### config.mk
export PLATFORM = sky130hd
export DESIGN_NAME = spi_slave
export DESIGN_NICKNAME = d
export VERILOG_FILES = /design/src/rtl/spi_slave.sv
export SDC_FILE = /design/constraint.sdc
export NUM_CORES = 1
export LEC_CHECK = 0
export ABC_AREA = 1
export CAP_MARGIN = 20
export CORE_MARGIN = 3
export CORE_UTILIZATION = 40
export CTS_CLUSTER_DIAMETER = 100
export DETAILED_ROUTE_END_ITERATION = 8
export GPL_TIMING_DRIVEN = 1
export MAX_ROUTING_LAYER = met4
export PLACE_DENSITY_LB_ADDON = 0.2
export SYNTH_ARGS = -nofsm -noshare
export SYNTH_HDL_FRONTEND = slang
export SYNTH_SLANG_ARGS = --single-unit
### constraint.sdc
create_clock -name clk -period 1.56 [get_ports clk]
set_clock_uncertainty 0.05 [all_clocks]
set_input_delay 0.156 -clock clk [delete_from_list [all_inputs] [get_ports clk]]
set_output_delay 0.156 -clock clk [all_outputs]
set_load 0.01 [all_outputs]
### src/rtl/spi_slave.sv
// ---------------------------------------------------------------------------
// spi_slave
//   SPI slave that runs entirely in the clk domain. SCK, SS and MOSI are
//   oversampled through 2-flop synchronizers. SCK and SS also get a third,
//   delayed flop used for edge detection. One DATA_BITS word is exchanged
//   per frame, and frames may run back to back while SS stays low. The SCK
//   half-period must be at least 4 clk cycles.
//
// Parameters
//   DATA_BITS : bits per serial word (>= 2)
//   CPOL      : SCK idle level
//   CPHA      : 0 = sample on leading edge, 1 = sample on trailing edge
//   LSBF      : 0 = MSB first, 1 = LSB first
//
// Ports
//   clk       in   system clock, rising edge
//   n_rst     in   asynchronous active-low reset
//   SCK       in   serial clock from master (asynchronous)
//   SS        in   slave select, active low (asynchronous)
//   MOSI      in   serial data from master
//   MISO      out  serial data to master
//   data_in   in   transmit word for the next transfer
//   load_en   in   write data_in into the TX buffer (taken only when ready_out)
//   ready_out out  TX buffer empty and accepting a load
//   data_out  out  last completely received word
//   valid_out out  one-cycle pulse when data_out is updated
//
// Build option
//   SPI_SLAVE_MISO_TRISTATE_EN : when defined, MISO is high-impedance while
//   deselected or idle. Otherwise MISO is driven low in that condition.
// ---------------------------------------------------------------------------
module spi_slave #(
    parameter int DATA_BITS = 8,
    parameter int CPOL      = 0,
    parameter int CPHA      = 1,
    parameter int LSBF      = 0
) (
    input  logic                 clk,
    input  logic                 n_rst,
    input  logic                 SCK,
    input  logic                 SS,
    input  logic                 MOSI,
    output logic                 MISO,
    input  logic [DATA_BITS-1:0] data_in,
    input  logic                 load_en,
    output logic                 ready_out,
    output logic [DATA_BITS-1:0] data_out,
    output logic                 valid_out
);

    localparam int             CW     = (DATA_BITS > 1) ? $clog2(DATA_BITS) : 1;
    localparam logic [CW-1:0]  LAST   = CW'(DATA_BITS - 1);
    localparam logic           L_CPOL = (CPOL != 0);

    typedef enum logic [1:0] {
        IDLE  = 2'd0,
        SHIFT = 2'd1,
        DONE  = 2'd2
    } state_t;

    state_t r_state;
    state_t w_next;

    // synchronizers
    logic r_sck_s1, r_sck_s2, r_sck_d;
    logic r_ss_s1,  r_ss_s2,  r_ss_d;
    logic r_mosi_s1, r_mosi_s2;

    // datapath
    logic [DATA_BITS-1:0] r_tx_buf;
    logic                 r_tx_full;
    logic [DATA_BITS-1:0] r_tx;
    logic [DATA_BITS-1:0] r_rx;
    logic [CW-1:0]        r_cnt;
    logic [DATA_BITS-1:0] r_data;
    logic                 r_valid;

    logic                 w_lead, w_trail, w_ss_fall;
    logic                 w_active, w_sample, w_shift, w_last, w_enter;
    logic                 w_tx_bit, w_quiet;
    logic [DATA_BITS-1:0] w_rx_next, w_tx_next;

    always_ff @(posedge clk or negedge n_rst) begin
        if (!n_rst) begin
            r_sck_s1  <= L_CPOL;
            r_sck_s2  <= L_CPOL;
            r_sck_d   <= L_CPOL;
            r_ss_s1   <= 1'b1;
            r_ss_s2   <= 1'b1;
            r_ss_d    <= 1'b1;
            r_mosi_s1 <= 1'b0;
            r_mosi_s2 <= 1'b0;
        end else begin
            r_sck_s1  <= SCK;
            r_sck_s2  <= r_sck_s1;
            r_sck_d   <= r_sck_s2;
            r_ss_s1   <= SS;
            r_ss_s2   <= r_ss_s1;
            r_ss_d    <= r_ss_s2;
            r_mosi_s1 <= MOSI;
            r_mosi_s2 <= r_mosi_s1;
        end
    end

    assign w_lead    = (r_sck_d == L_CPOL) && (r_sck_s2 != L_CPOL);
    assign w_trail   = (r_sck_d != L_CPOL) && (r_sck_s2 == L_CPOL);
    assign w_ss_fall = r_ss_d && !r_ss_s2;

    // SCK edges only count while selected and shifting.
    assign w_active = (r_state == SHIFT) && !r_ss_s2;
    assign w_sample = w_active && ((CPHA == 0) ? w_lead : w_trail);
    assign w_last   = w_sample && (r_cnt == LAST);

    // The counter is zero only before the first sample of a word. This
    // suppresses the CPHA=1 first leading edge. For CPHA=0 it also swallows
    // the previous word's final trailing edge when frames run back to back.
    assign w_shift  = w_active && (r_cnt != '0) && ((CPHA == 0) ? w_trail : w_lead);

    assign w_rx_next = (LSBF != 0) ? {r_mosi_s2, r_rx[DATA_BITS-1:1]}
                                   : {r_rx[DATA_BITS-2:0], r_mosi_s2};
    assign w_tx_next = (LSBF != 0) ? {1'b0, r_tx[DATA_BITS-1:1]}
                                   : {r_tx[DATA_BITS-2:0], 1'b0};
    assign w_tx_bit  = (LSBF != 0) ? r_tx[0] : r_tx[DATA_BITS-1];

    always_ff @(posedge clk or negedge n_rst) begin
        if (!n_rst) begin
            r_state <= IDLE;
        end else begin
            r_state <= w_next;
        end
    end

    always_comb begin
        w_next = r_state;
        case (r_state)
            IDLE:    if (w_ss_fall) w_next = SHIFT;
            SHIFT: begin
                // Deselect mid-word abandons the partial word.
                if (r_ss_s2)     w_next = IDLE;
                else if (w_last) w_next = DONE;
            end
            DONE:    w_next = r_ss_s2 ? IDLE : SHIFT;
            default: w_next = IDLE;
        endcase
    end

    assign w_enter = (w_next == SHIFT) && (r_state != SHIFT);

    always_ff @(posedge clk or negedge n_rst) begin
        if (!n_rst) begin
            r_tx_buf  <= '0;
            r_tx_full <= 1'b0;
            r_tx      <= '0;
            r_rx      <= '0;
            r_cnt     <= '0;
            r_data    <= '0;
            r_valid   <= 1'b0;
        end else begin
            r_valid <= w_last;
            if (w_last) begin
                r_data <= w_rx_next;
            end
            if (w_sample) begin
                r_rx  <= w_rx_next;
                r_cnt <= w_last ? '0 : r_cnt + 1'b1;
            end
            if (w_shift) begin
                r_tx <= w_tx_next;
            end
            if (w_enter) begin
                r_tx      <= r_tx_full ? r_tx_buf : '0;
                r_tx_full <= 1'b0;
                r_cnt     <= '0;
            end
            // Placed after the word-start update so a load into an empty
            // buffer on the same cycle is kept for the following word.
            if (load_en && !r_tx_full) begin
                r_tx_buf  <= data_in;
                r_tx_full <= 1'b1;
            end
        end
    end

    assign w_quiet   = r_ss_s2 || (r_state == IDLE);
    assign ready_out = !r_tx_full;
    assign data_out  = r_data;
    assign valid_out = r_valid;

`ifdef SPI_SLAVE_MISO_TRISTATE_EN
    assign MISO = w_quiet ? 1'bz : w_tx_bit;
`else
    assign MISO = w_quiet ? 1'b0 : w_tx_bit;
`endif

endmodule

* After elaboration in Yosys (flattened, before gate mapping)
Index checks and enable logic that the tools add are counted.
** Storage, ports and cells
- Output and inout bits :: 11
- Input bits :: 14
- Word-level logic and storage cells :: 56
- Register bits :: 46
** Cells by class
- Reductions and logical operators :: 18
- Bitwise logic cells :: 2
- Equality and inequality tests :: 5
- $add $sub $neg :: 1
- Multiplexer cells :: 14
** Operators by type and width (number)
- 2-to-1 mux 8 bit :: 3
- logical AND 1 bit :: 10
- 2-to-1 mux 3 bit :: 3
- 2-to-1 mux 2 bit :: 3
- case mux 2 bit (3 select lines) :: 1
- nonzero test 2 bit :: 3
- == test 2 x 1 -> 1 bit, second input constant :: 2
- 2-to-1 mux 1 bit :: 4
- adder 3 x 1 -> 3 bit, second input constant :: 1
- == test 3 bit, second input constant :: 1
- nonzero test 3 bit :: 1
- == test 2 bit, second input constant :: 1
- zero test 1 bit :: 2
- zero test 2 bit :: 1
- inequality test 2 x 1 -> 1 bit, second input constant :: 1
- NOT 1 bit :: 2
- logical OR 1 bit :: 1

* Longest topological paths before layout
- Depth in word-level cells :: 11
- Mapped depth :: 8

* Worst setup path before layout
Ideal clock, no wire load.
- Path type :: reg2reg
- Start :: register r_cnt[0]
- End :: register r_tx[1]
- Stages on the path, launching flop included :: 9
- Arrival time :: 1.026 ns
- Clock period less this slack :: 1.201 ns
- Setup slack :: 0.359 ns
- Library setup time :: 0.125 ns
- Path through :: dfrtp_1 > inv_1 > ha_1 > inv_1 > nor2_1 > nor2_1 > nand2_1 > nand3_1 > nand3_1
** Between the ends
- Cells in the longest elaborated chain, start to end :: 8
- Elaborated cells between the ends (all ways) :: 12
** Ends and longest elaborated chain
- from (decl) :: RTL line 74 : logic [CW-1:0] r_cnt;
- from (signal assigned) :: RTL line 165 : r_cnt <= w_last ? '0 : r_cnt + 1'b1;
- == test 3 bit :: RTL line 112 : assign w_last = w_sample && (r_cnt == LAST);
- logical AND 1 bit :: RTL line 112
- 2-to-1 mux 2 bit :: RTL line 140 : else if (w_last) w_next = DONE;
- 2-to-1 mux 2 bit :: RTL line 139 : if (r_ss_s2) w_next = IDLE;
- case mux 2 bit (3 select lines) :: RTL line 135 : case (r_state)
- == test 2 x 1 -> 1 bit :: RTL line 147 : assign w_enter = (w_next == SHIFT) && (r_state != SHIFT);
- logical AND 1 bit :: RTL line 147
- 2-to-1 mux 8 bit / nonzero test 2 bit (equally long branches)
- to (signal assigned) :: RTL line 168 : r_tx <= w_tx_next;
- to (signal assigned) :: RTL line 171 : r_tx <= r_tx_full ? r_tx_buf : '0;
- to (decl) :: RTL line 72 : logic [DATA_BITS-1:0] r_tx;
Parallel ways exist; a longest one is shown, timed or not.
A chain may end at the register's enable or synchronous reset.

* Worst setup path in the final report
- Start :: register r_tx_full
- End :: output port ready_out
** Between the ends
- Cells in the longest elaborated chain, start to end :: 1
** Ends and longest elaborated chain
- from (decl) :: RTL line 71 : logic r_tx_full;
- from (signal assigned) :: RTL line 152 : r_tx_full <= 1'b0;
- from (signal assigned) :: RTL line 172 : r_tx_full <= 1'b0;
- from (signal assigned) :: RTL line 179 : r_tx_full <= 1'b1;
- zero test 1 bit :: RTL line 185 : assign ready_out = !r_tx_full;
- to (decl) :: RTL line 46 : output logic ready_out,
No other way between the ends.

==> results by group <==
Die
  • Chip height: 74.91 um
  • Chip width: 74.91 um
  • Starting Density: 42.45%
  • CORE AREA: 0.004474 mm2
  • Row count: 24
  • I/O pin cnt: 25
  • Die area: 0.005611 mm2

Logic synthesis
  • Mapped Cells: ~190
  • Yosys reg bits: 46
  • Yosys warnings: 0
  • Post-Syn Area: around 0.0019 mm2
  • Post-synth net total: 210
  • Yosys cell types: 19
  • Syn avg cell area: about 9.8 um2
  • Post-synthesis sequential area ratio: 60.80%

Clock tree
  • H-tree depth: 2
  • Root buf cell: clkbuf_8
  • Clk_lat worst skew: a little under 0.3 ns
  • Clk buf depth: 2
  • CTS buffer count: 5
  • TritonCTS Sinks: 46
  • CTS tree: built
  • Worst-path clk slew: around 0.080 ns

Detailed routing
  • Vias: roughly 1.3k
  • Post-route ant nets: 0
  • Drt pass-1 iters: 4
  • DR WL/cell: 11.32 um
  • DRT iter0 DRCs: 102
  • Residual DRC count: 0
  • Total wire length: 3.169 mm
  • Vias per cell: approximately 4.7

Timing
  • Sum Neg Setup Slack: 0 ns
  • Fmax: 670.2 MHz
  • Relative slew slack: 73.18%
  • Slew Limit Fails: 0
  • Least-Margin Pin Slew: 0.4022 ns
  • Final setup viols: 0
  • Minimum clock period: roughly 1.5 ns
  • Ratio of final minimum period to clock period: 95.64%
  • Final hold violation count: 0
  • RSZ-0062 raised after global routing: false

Critical path
  • Required time worst endpoint: about 1.4 ns
  • Critical path's largest stage delay: about 0.53 ns
  • Critical path cell sequence: inv_2, clkdlybuf4s50_1
  • Crit-path slowest cell: clkdlybuf4s50_1
  • Worst setup EP type: primary output
  • CP Launch Type: flip-flop
  • Crit path DAT: roughly 1.3 ns
  • Maximum fanout along the worst path: 3
  • Crit Path Class: reg -> out

Power and ir drop
  • P_leak: 1.210 nW
  • PwrDens: 1186 mW/mm2
  • Peak supply drop: ~0.73 mV
  • Total power: 2.757 mW

GRT
  • GRT Total Usage: 14.20%
  • Total gr overflow: 0
  • First-pass GRT wire length: between 5 and 6 mm
  • Initial antenna violation count: 0
  • Largest net degree at the start of global routing: 31
  • Number of global-route vias before repair: 1337

Job
  • Max-cap check violation count: 0

Layout
  • Most frequent cells in the layout: 66 x nand2_1, 43 x dfrtp_1, 22 x clkdlybuf4s50_1, 21 x nand3_1, 17 x inv_1
  • Area grow syn2layout: 22.40%
  • Filler instances: 428
  • Final nets: 246
  • Most common cell after layout, fill and taps aside: nand2_1
  • Number of diodes: 0
  • Share of cells above drive strength 1: 18.42%

Hold path
  • Hold Crit Class: in -> reg

Placement
  • Port Buffer Count: 24
  • Gpl congestion: 0.7016
  • DP HPWL: 2.299 mm

Run status
  • Status: completed
Yosys cell counts, drive strengths merged:
cell type	instances	area share, %
a21oi	1	0.26
buf	3	1.8
dfrtp	43	57
dfstp	3	4.2
ha	3	2.0
inv	23	4.5
mux2	8	4.7
nand2	71	15
nand3	22	6.1
nor2	7	2.0
o211ai	1	0.66
o21ai	8	2.3
path summary, 6_finish.rpt:
kind | from | endpoint | slack, ns | cells past startpoint
max in group asynchronous | n_rst | r_ss_d | 0.61 | 3
worst min register to register | r_mosi_s1 | r_mosi_s2 | 0.31 | 0
worst max register to register | r_cnt[0] | data_out[5] | 0.19 | 6
worst min-delay path | SS | r_ss_s1 | 0.23 | 1
worst max-delay path | r_tx_full | ready_out | 0.07 | 2
min in group asynchronous | n_rst | data_out[4] | 0.28 | 2
through the flow:
step / setup WS [ns] / instance area [um2] / utilization (%) / instances / hold slack (ns)
2_1_floorplan: 0.3593 / 1899 / - / 193 / -0.1896
3_3_place_gp: 0.1805 / 2223 / 49.69 / 272 / 0.06085
3_5_place_dp: 0.1405 / 2223 / 49.69 / 272 / 0.06087
4_1_cts: 0.04523 / 2322 / 51.90 / 280 / 0.2114
5_1_grt: 0.001200 / 2325 / 51.96 / 280 / 0.2055
6_report: 0.06801 / 2325 / 51.96 / 280 / 0.2255
per-layer routing:
layer	share of wire, %	vias up	GRT usage, %	wire length [um]
met3	4.2	6	4.406	132
met5	0	-	-	0
met1	49	619	17.99	1541
met2	45	21	20.79	1426
li1	-	670	-	-
met4	2.1	0	6.522	68
layout make-up:
class | count | area (um2) | area share (%)
clock buffers | 6 | 82.58 | 3.552
inverters | 23 | 86.33 | 3.714
multi-input cells | 121 | 626.9 | 26.96
flip-flops and latches | 46 | 1155 | 49.68
well taps | 52 | 65.06 | 2.799
repair buffers | 32 | 309.0 | 13.29
worst max-delay path: cells and delay by family, from the launching register on:
family / cells / cell delay (ns)
buffers and inverters: 2 / 0.61
flip-flops: 1 / 0.39
sequential cells by signal, indices dropped and copies added, names as in the netlist:
name       count
r_rx           7
r_tx_buf       8
r_mosi_s1      1
r_cnt          3
valid_out      1
r_sck_s1       1
r_ss_d         1
r_ss_s2        1
r_sck_s2       1
r_tx           8
data_out       8
r_ss_s1        1
r_sck_d        1
r_mosi_s2      1
r_state        2
r_tx_full      1
where the power goes:
| part | switching [mW] | internal, mW | total (mW) |
|---|---|---|---|
| logic | 0.236 | 0.270 | 0.506 |
| registers | 0.128 | 1.44 | 1.56 |
| clock network | 0.346 | 0.341 | 0.688 |
cell families after synthesis:
group                    synth area share, %
buffers and inverters                  6.324
flip-flops                             60.80
AND/OR/NAND/NOR                        22.92
adder cells (fa/ha/maj)                1.976
AO/OA/AOI/OAI                          3.227
multiplexers                           4.743
repair_timing:
| action | in CTS | in global routing |
|---|---|---|
| hold buffers | 1 | 0 |
| hold endpoints to repair | 16 | 0 |
| gates resized for setup | 1 | 1 |
| pin swaps | 0 | 0 |
| setup endpoints to repair | 1 | 1 |
| setup buffers | 1 | 0 |
Power figures use the tool's default switching activity.
